$ cat src/rtl/cmp_arbiter_if.sv
// cmp_arbiter_if: requester, result and status signals of cmp_arbiter
interface cmp_arbiter_if;
    logic       req0;
    logic [5:0] a0;
    logic [5:0] b0;
    logic       mode0;
    logic       req1;
    logic [5:0] a1;
    logic [5:0] b1;
    logic       mode1;
    logic       gnt0;
    logic       gnt1;
    logic       res_valid;
    logic       res_value;
    logic       res_id;
    logic       res_ready;
    logic       busy;
    logic [7:0] op_count;

    modport master (
        output req0, a0, b0, mode0, req1, a1, b1, mode1, res_ready,
        input  gnt0, gnt1, res_valid, res_value, res_id, busy, op_count
    );

    modport slave (
        input  req0, a0, b0, mode0, req1, a1, b1, mode1, res_ready,
        output gnt0, gnt1, res_valid, res_value, res_id, busy, op_count
    );
endinterface

$ cat src/rtl/cmp_arbiter.sv
// cmp_arbiter: round-robin two-requester 6-bit equal/differ comparator
module cmp_arbiter (
    input  logic          clk,
    input  logic          rst_n,
    cmp_arbiter_if.slave  bus
);
    typedef enum logic [1:0] {IDLE = 2'd0, EXEC = 2'd1, DONE = 2'd2} state_t;

    state_t     state_q, state_d;
    logic [5:0] a_q, a_d;
    logic [5:0] b_q, b_d;
    logic       mode_q, mode_d;
    logic       id_q, id_d;
    logic       ptr_q, ptr_d;
    logic       res_valid_q, res_valid_d;
    logic       res_value_q, res_value_d;
    logic [7:0] op_count_q, op_count_d;
    logic       win;

    // A lone requester always wins; with both pending, the one not served last wins
    assign win = (bus.req0 && bus.req1) ? ~ptr_q : bus.req1;

    // State, latched operands, result and counters; pointer resets to 1 so requester 0 goes first
    always_ff @(posedge clk or negedge rst_n) begin
        if (!rst_n) begin
            state_q     <= IDLE;
            a_q         <= '0;
            b_q         <= '0;
            mode_q      <= 1'b0;
            id_q        <= 1'b0;
            ptr_q       <= 1'b1;
            res_valid_q <= 1'b0;
            res_value_q <= 1'b0;
            op_count_q  <= '0;
        end else begin
            state_q     <= state_d;
            a_q         <= a_d;
            b_q         <= b_d;
            mode_q      <= mode_d;
            id_q        <= id_d;
            ptr_q       <= ptr_d;
            res_valid_q <= res_valid_d;
            res_value_q <= res_value_d;
            op_count_q  <= op_count_d;
        end
    end

    // Next state: latch winner in IDLE, compute result in EXEC, retire on res_ready in DONE
    always_comb begin
        state_d     = state_q;
        a_d         = a_q;
        b_d         = b_q;
        mode_d      = mode_q;
        id_d        = id_q;
        ptr_d       = ptr_q;
        res_valid_d = res_valid_q;
        res_value_d = res_value_q;
        op_count_d  = op_count_q;
        case (state_q)
            IDLE: begin
                if (bus.req0 || bus.req1) begin
                    state_d = EXEC;
                    id_d    = win;
                    a_d     = win ? bus.a1 : bus.a0;
                    b_d     = win ? bus.b1 : bus.b0;
                    mode_d  = win ? bus.mode1 : bus.mode0;
                end
            end
            EXEC: begin
                state_d     = DONE;
                res_valid_d = 1'b1;
                res_value_d = mode_q ? (a_q != b_q) : (a_q == b_q);
            end
            DONE: begin
                if (bus.res_ready) begin
                    state_d     = IDLE;
                    res_valid_d = 1'b0;
                    ptr_d       = id_q;
                    op_count_d  = op_count_q + 8'd1;
                end
            end
            default: state_d = IDLE;
        endcase
    end

    assign bus.gnt0      = (state_q == EXEC) && !id_q;
    assign bus.gnt1      = (state_q == EXEC) && id_q;
    assign bus.res_valid = res_valid_q;
    assign bus.res_value = res_value_q;
    assign bus.res_id    = id_q;
    assign bus.busy      = (state_q != IDLE);
    assign bus.op_count  = op_count_q;
endmodule

$ cat src/flat_wrapper.sv
// flat-port wrapper written by rule: the top's interface ports become plain ports
module cmp_arbiter_flat 
  (clk, rst_n, bus_req0, bus_a0, bus_b0, bus_mode0, bus_req1, bus_a1, bus_b1, bus_mode1, bus_res_ready, bus_gnt0, bus_gnt1, bus_res_valid, bus_res_value, bus_res_id, bus_busy, bus_op_count);
  cmp_arbiter_if bus_i ();
  input  logic clk;
  input  logic rst_n;
  input wire logic [$bits(bus_i.req0)-1:0] bus_req0;
  input wire logic [$bits(bus_i.a0)-1:0] bus_a0;
  input wire logic [$bits(bus_i.b0)-1:0] bus_b0;
  input wire logic [$bits(bus_i.mode0)-1:0] bus_mode0;
  input wire logic [$bits(bus_i.req1)-1:0] bus_req1;
  input wire logic [$bits(bus_i.a1)-1:0] bus_a1;
  input wire logic [$bits(bus_i.b1)-1:0] bus_b1;
  input wire logic [$bits(bus_i.mode1)-1:0] bus_mode1;
  input wire logic [$bits(bus_i.res_ready)-1:0] bus_res_ready;
  output wire logic [$bits(bus_i.gnt0)-1:0] bus_gnt0;
  output wire logic [$bits(bus_i.gnt1)-1:0] bus_gnt1;
  output wire logic [$bits(bus_i.res_valid)-1:0] bus_res_valid;
  output wire logic [$bits(bus_i.res_value)-1:0] bus_res_value;
  output wire logic [$bits(bus_i.res_id)-1:0] bus_res_id;
  output wire logic [$bits(bus_i.busy)-1:0] bus_busy;
  output wire logic [$bits(bus_i.op_count)-1:0] bus_op_count;
  assign bus_i.req0 = bus_req0;
  assign bus_i.a0 = bus_a0;
  assign bus_i.b0 = bus_b0;
  assign bus_i.mode0 = bus_mode0;
  assign bus_i.req1 = bus_req1;
  assign bus_i.a1 = bus_a1;
  assign bus_i.b1 = bus_b1;
  assign bus_i.mode1 = bus_mode1;
  assign bus_i.res_ready = bus_res_ready;
  assign bus_gnt0 = bus_i.gnt0;
  assign bus_gnt1 = bus_i.gnt1;
  assign bus_res_valid = bus_i.res_valid;
  assign bus_res_value = bus_i.res_value;
  assign bus_res_id = bus_i.res_id;
  assign bus_busy = bus_i.busy;
  assign bus_op_count = bus_i.op_count;
  cmp_arbiter u_core (.clk(clk), .rst_n(rst_n), .bus(bus_i));
endmodule
$ cat config.mk
export PLATFORM = sky130hd
export DESIGN_NAME = cmp_arbiter_flat
export DESIGN_NICKNAME = d
export VERILOG_FILES = /design/src/rtl/cmp_arbiter_if.sv /design/src/rtl/cmp_arbiter.sv /design/src/flat_wrapper.sv
export SDC_FILE = /design/constraint.sdc
export NUM_CORES = 1
export LEC_CHECK = 0
export CAP_MARGIN = 10
export CORE_MARGIN = 2
export CORE_UTILIZATION = 47
export DETAILED_ROUTE_END_ITERATION = 8
export PLACE_DENSITY_LB_ADDON = 0.25
export SLEW_MARGIN = 20
export SYNTH_ARGS = -nofsm -noshare
export SYNTH_HDL_FRONTEND = slang
export SYNTH_SLANG_ARGS = --single-unit
$ cat constraint.sdc
create_clock -name clk -period 2.35 [get_ports clk]
set_input_delay 0.47 -clock clk [delete_from_list [all_inputs] [get_ports clk]]
set_output_delay 0.47 -clock clk [all_outputs]
set_load 0.005 [all_outputs]
=== Word level (Yosys, flattened, before mapping) ===
Cells that the tools add are included.

* Bits in registers: 27
* Bits in latches: 0
* Memory bits (writable): 0
* Bits in read-only memories: 0
* Input bits: 31
* Output and inout port bits: 14
* Logic and storage cells: 39
* Memories: 0

* $add $sub $neg: 1
* Multiply operators: 0
* Div/mod/pow operators: 0
* $lt $le $gt $ge: 0
* Eq/ne operators: 6
* Shift operators: 0
* Multiplexer cells: 10
* Bitwise logic cells: 1
* Reductions and logical operators: 12

{| class="wikitable"
|+ Operators by type and width
! operator !! count
|-
| $mux 6 || 2
|-
| $add 8x1->8 const B || 1
|-
| $reduce_and 2->1 || 4
|-
| $eq 6x6->1 || 1
|-
| $ne 6x6->1 || 1
|-
| $pmux 2 s3 || 1
|-
| $mux 1 || 4
|-
| $mux 2 || 2
|-
| $reduce_bool 2->1 || 2
|-
| $logic_and 1x1->1 || 3
|-
| $eq 2x1->1 const B || 1
|-
| $eq 2x2->1 const B || 1
|-
| $logic_not 2->1 || 1
|-
| $ne 2x1->1 const B || 1
|-
| $ne 2x2->1 const B || 1
|-
| $pmux 1 s2 || 1
|-
| $logic_not 1->1 || 1
|-
| $logic_or 1x1->1 || 1
|-
| $not 1->1 || 1
|}

=== Depth between registers and ports, before layout ===
* Word-level depth: 3
* Mapped depth: 5
* Depth with buffers taken out: 4

=== Worst setup path after synthesis ===
No wires, ideal clock.

* Path type: input port to flip-flop
* Start point: input port bus_req1
* End point: register u_core.a_q[0]
* Setup time: 0.126 ns
* Data arrival time: 1.242 ns
* Data required time: 2.224 ns
* Setup slack: 0.982 ns
* Cell stages on the path: 4
* Buffers on the path: 1
* Path through: a21boi_2 buf_4 mux2i_1 a21oi_1

* Longest elaborated chain between the ends: 3
* Elaborated cells between the ends (all ways): 5
* Classes of those cells: mux (2); reduce/logical (3)

{| class="wikitable"
|+ RTL lines
! item !! RTL line !! source
|-
| start: declaration || flat_wrapper.sv:11 || <nowiki>input wire logic [$bits(bus_i.req1)-1:0] bus_req1;</nowiki>
|-
| $logic_and 1x1->1 || cmp_arbiter.sv:21 || <nowiki>assign win = (bus.req0 && bus.req1) ? ~ptr_q : bus.req1;</nowiki>
|-
| $mux 1 || cmp_arbiter.sv:21 ||
|-
| $mux 6 || cmp_arbiter.sv:64 || <nowiki>a_d = win ? bus.a1 : bus.a0;</nowiki>
|-
| end signal: assignment || cmp_arbiter.sv:27 || <nowiki>a_q <= '0;</nowiki>
|-
| end signal: assignment || cmp_arbiter.sv:37 || <nowiki>a_q <= a_d;</nowiki>
|-
| end: declaration || cmp_arbiter.sv:10 || <nowiki>logic [5:0] a_q, a_d;</nowiki>
|}

Parallel ways exist; a longest one is shown, timed or not.
A chain may end at the register's enable or synchronous reset.

=== Final worst setup path ===
* Start point: register u_core.state_q[1]
* End point: output port bus_gnt1

* Longest elaborated chain between the ends: 2

{| class="wikitable"
|+ RTL lines
! item !! RTL line !! source
|-
| start: declaration || cmp_arbiter.sv:9 || <nowiki>state_t state_q, state_d;</nowiki>
|-
| start signal: assignment || cmp_arbiter.sv:36 || <nowiki>state_q <= state_d;</nowiki>
|-
| $eq 2x1->1 || cmp_arbiter.sv:87 || <nowiki>assign bus.gnt1 = (state_q == EXEC) && id_q;</nowiki>
|-
| $logic_and 1x1->1 || cmp_arbiter.sv:87 ||
|-
| end: declaration || flat_wrapper.sv:17 || <nowiki>output wire logic [$bits(bus_i.gnt1)-1:0] bus_gnt1;</nowiki>
|}

No other way between the ends.

==> summary.txt <==
Power and ir drop
  – Peak VDD IR: around 0.00065 V
  – Leakage: 0.000754 uW
  – PwrDens: 1020 nW/um^2

Worst setup path
  – Critical Path, Cell by Cell: nor2b_1 -> and2_1 -> clkdlybuf4s50_1
  – Worst Path Arrival: 1.61 ns
  – RR Startpoint: u_core.state_q[0]
  – CP Capture Type: output port
  – CP Class: reg2out
  – Slowest stage delay, CP: 0.49 ns
  – Crit path required time: 1.88 ns
  – Critical path peak fanout: 5
  – Highest-delay cell along the critical path: clkdlybuf4s50_1
  – Critical path startpoint: u_core.state_q[1]
  – CP Launch Type: flip-flop

Timing
  – RSZ-0062 raised after global routing: false
  – Tmin final: 2.08 ns
  – Max Slew Vio Count: 0
  – Period utilization: 88.4%
  – Tightest hold margin: 0.495 ns
  – Worst-margin pin slew: 0.358 ns
  – Post-Route Setup TNS: 0 ns
  – Slew HR: 76.0%
  – Final hold vios: 0
  – F_max: 481 MHz
  – Clk_skew: 0.00135 ns
  – Final setup violation count: 0

CTS
  – Post-CTS setup buffers: 0
  – CTS Hold Bufs: 0
  – Clk buf depth: 2
  – CTS root buf: clkbuf_4
  – TritonCTS buffer count: 3
  – Worst skew pair latency: between 0.3 and 0.4 ns
  – Clock-pin slew on the worst setup and hold paths: 0.13 ns
  – Resized Gates After CTS: 0
  – CTS tree: yes
  – Clk sink count: 27
  – H-tree level count: 1

Global routing
  – GRT overflow: 0
  – Number of antenna violations at the first check in global routing: 0
  – Vias in the first global route: 1022
  – First-pass GRT wire length: between 4000 and 5000 microns
  – Largest net degree at the start of global routing: 28
  – GRT Resource Usage Total: 17.4%

Synth
  – Syn_nets: 152
  – Mapped Cells: 120
  – Share of the synthesized area in the top cell type: 51.3%
  – Synth Area per Inst: 10.6 sq um
  – Top-count cell post-synth: dfrtp_1
  – Top cell type by total area after synthesis: dfrtp_1
  – Sequential-to-total area share from yosys stat: 53.4%
  – Commonest cells post-synth: 26 x dfrtp_1, 18 x nor2_1, 13 x a21oi_1, 13 x mux2i_1
  – Seq cells post-synth: 27
  – Main synth FF type: dfrtp_1
  – Synth top area cells: dfrtp_1 51%, mux2i_1 10%, xnor2_1 8.3%
  – Cell variety after synth: 27
  – Number of synthesized flops with an enable pin: 0
  – Mapped cell area: 1270 sq um
  – Post-synth ARST share: 100%
  – Yosys warns: 0

Route
  – Post-DR vias/cell: around 5.1
  – DRC viols: 0
  – Final ANT Viol Nets: 0
  – Pre-antenna DRT Iters: 4
  – Total detailed-routing wirelength: 2560 microns
  – Detail-routed net length per standard cell: 12.9 microns
  – DR iter-0 viols: 11
  – DR vias: 1000

Cells and area
  – Multi-input gate area: 567 sq um
  – Fraction of layout cells with a size suffix above 1: 5.95%
  – Total area of sequential cells: 677 sq um
  – Final Net Count: around 200
  – # fillers: 216
  – ANT cells: 0
  – Area growth syn-to-layout: 40.0%

Placed design
  – RD Place Congestion: 0.763
  – Port Buf Inserts: 44
  – Final HPWL DP: about 2000 microns

Run status
  – Status: finished clean

Min path
  – Worst Hold Class: reg2reg
  – Hold Path Origin: u_core.ptr_q

Die
  – Die area: 3130 sq um
  – Initial Util: 50.2%
  – Io pins: 45
  – Row count: 18
  – Die H: roughly 56 microns
  – Die Span X: 55.9 microns
  – Core area: 2520 sq um

Flow run
  – Max Cap Viol: 0
sequential cells by signal, indices dropped and copies added (netlist names):
name and flops:
u_core.bus.op_count 8, u_core.a_q 6, u_core.b_q 6, u_core.state_q 2, u_core.bus.res_id 1, u_core.bus.res_valid 1, u_core.bus.res_value 1, u_core.mode_q 1
u_core.ptr_q 1
final timing paths:
check | slack, ns | to | cells past startpoint
worst max-delay path | 0.27 | bus_gnt1 | 3
min in group asynchronous | 0.52 | u_core.b_q[4] | 2
worst max register to register | 0.81 | u_core.b_q[4] | 5
worst min-delay path | 0.50 | u_core.ptr_q | 2
max in group asynchronous | 1.53 | u_core.ptr_q | 2
worst min register to register | 0.50 | u_core.ptr_q | 2
placed cells by master (no fill, tap or decap):
cell / Yosys / layout
clkbuf_1: 0 / 1
nand2b_1: 2 / 2
and2_1: 1 / 1
dfstp_2: 1 / 1
nand4_1: 2 / 2
a21oi_1: 13 / 13
inv_1: 1 / 1
ha_1: 1 / 1
xor2_1: 1 / 1
mux2_2: 1 / 1
or4_1: 1 / 1
nand2_1: 12 / 12
xnor2_1: 12 / 12
or2_1: 1 / 1
buf_4: 2 / 3
nand3_1: 3 / 3
dfrtp_1: 26 / 26
a21boi_2: 1 / 1
o31ai_1: 1 / 1
clkbuf_4: 0 / 3
o21ai_0: 1 / 1
nor2b_1: 1 / 1
clkdlybuf4s50_1: 0 / 44
nand3b_1: 1 / 1
and3_1: 1 / 1
a31oi_1: 1 / 1
nor2_1: 18 / 18
nor2_4: 1 / 1
mux2i_1: 13 / 13
worst max-delay path: cells and delay by family, from the launching register on:
| family | cells | cell delay [ns] |
|---|---|---|
| buf+inv | 1 | 0.49 |
| flops | 1 | 0.45 |
| simple gates | 2 | 0.35 |
per-layer routing:
layer | up-vias | routed length (microns) | track usage (%)
li1 | 504 | - | -
met1 | 464 | 1080 | 21.2
met2 | 28 | 1320 | 31.0
met3 | 4 | 131 | 3.49
met4 | 0 | 31 | 5.44
met5 | - | 0 | 0
power breakdown:
part	switching (uW)	internal (uW)	leakage, uW
combinational	355	442	0.000422
clock	124	66.3	0.0000150
sequential	166	662	0.000317
total	646	1170	0.000754
cell type report:
class	count	area share, %
Sequential cell	27	38.2
Multi-Input combinational cell	89	31.9
Timing Repair Buffer	47	26.1
Tap cell	30	2.12
Clock buffer	4	1.48
Inverter	1	0.212
through the flow:
stage / util [%] / cell area (sq um) / power, uW / setup WS (ns) / instances
6_report: 70.3 / 1770 / 1820 / 0.272 / 198
5_1_grt: 70.3 / 1770 / 1970 / 0.163 / 198
4_1_cts: 70.3 / 1770 / 1840 / 0.254 / 198
3_5_place_dp: 69.3 / 1750 / 1640 / 0.503 / 194
3_3_place_gp: 69.3 / 1750 / 1590 / 0.542 / 194
2_1_floorplan: - / 1270 / 1300 / 0.982 / 120
kinds of logic after synthesis:
logic type                 share of synthesized area, %
adders and majority gates                         0.987
xor gates and xnor gates                           8.98
buffers and inverters                              1.87
DFF                                                53.4
AOI/OAI and AO/OA                                  7.50
muxes                                              11.2
and+or+nand+nor                                    16.1
No activity file was read; power rests on OpenSTA's default activity.
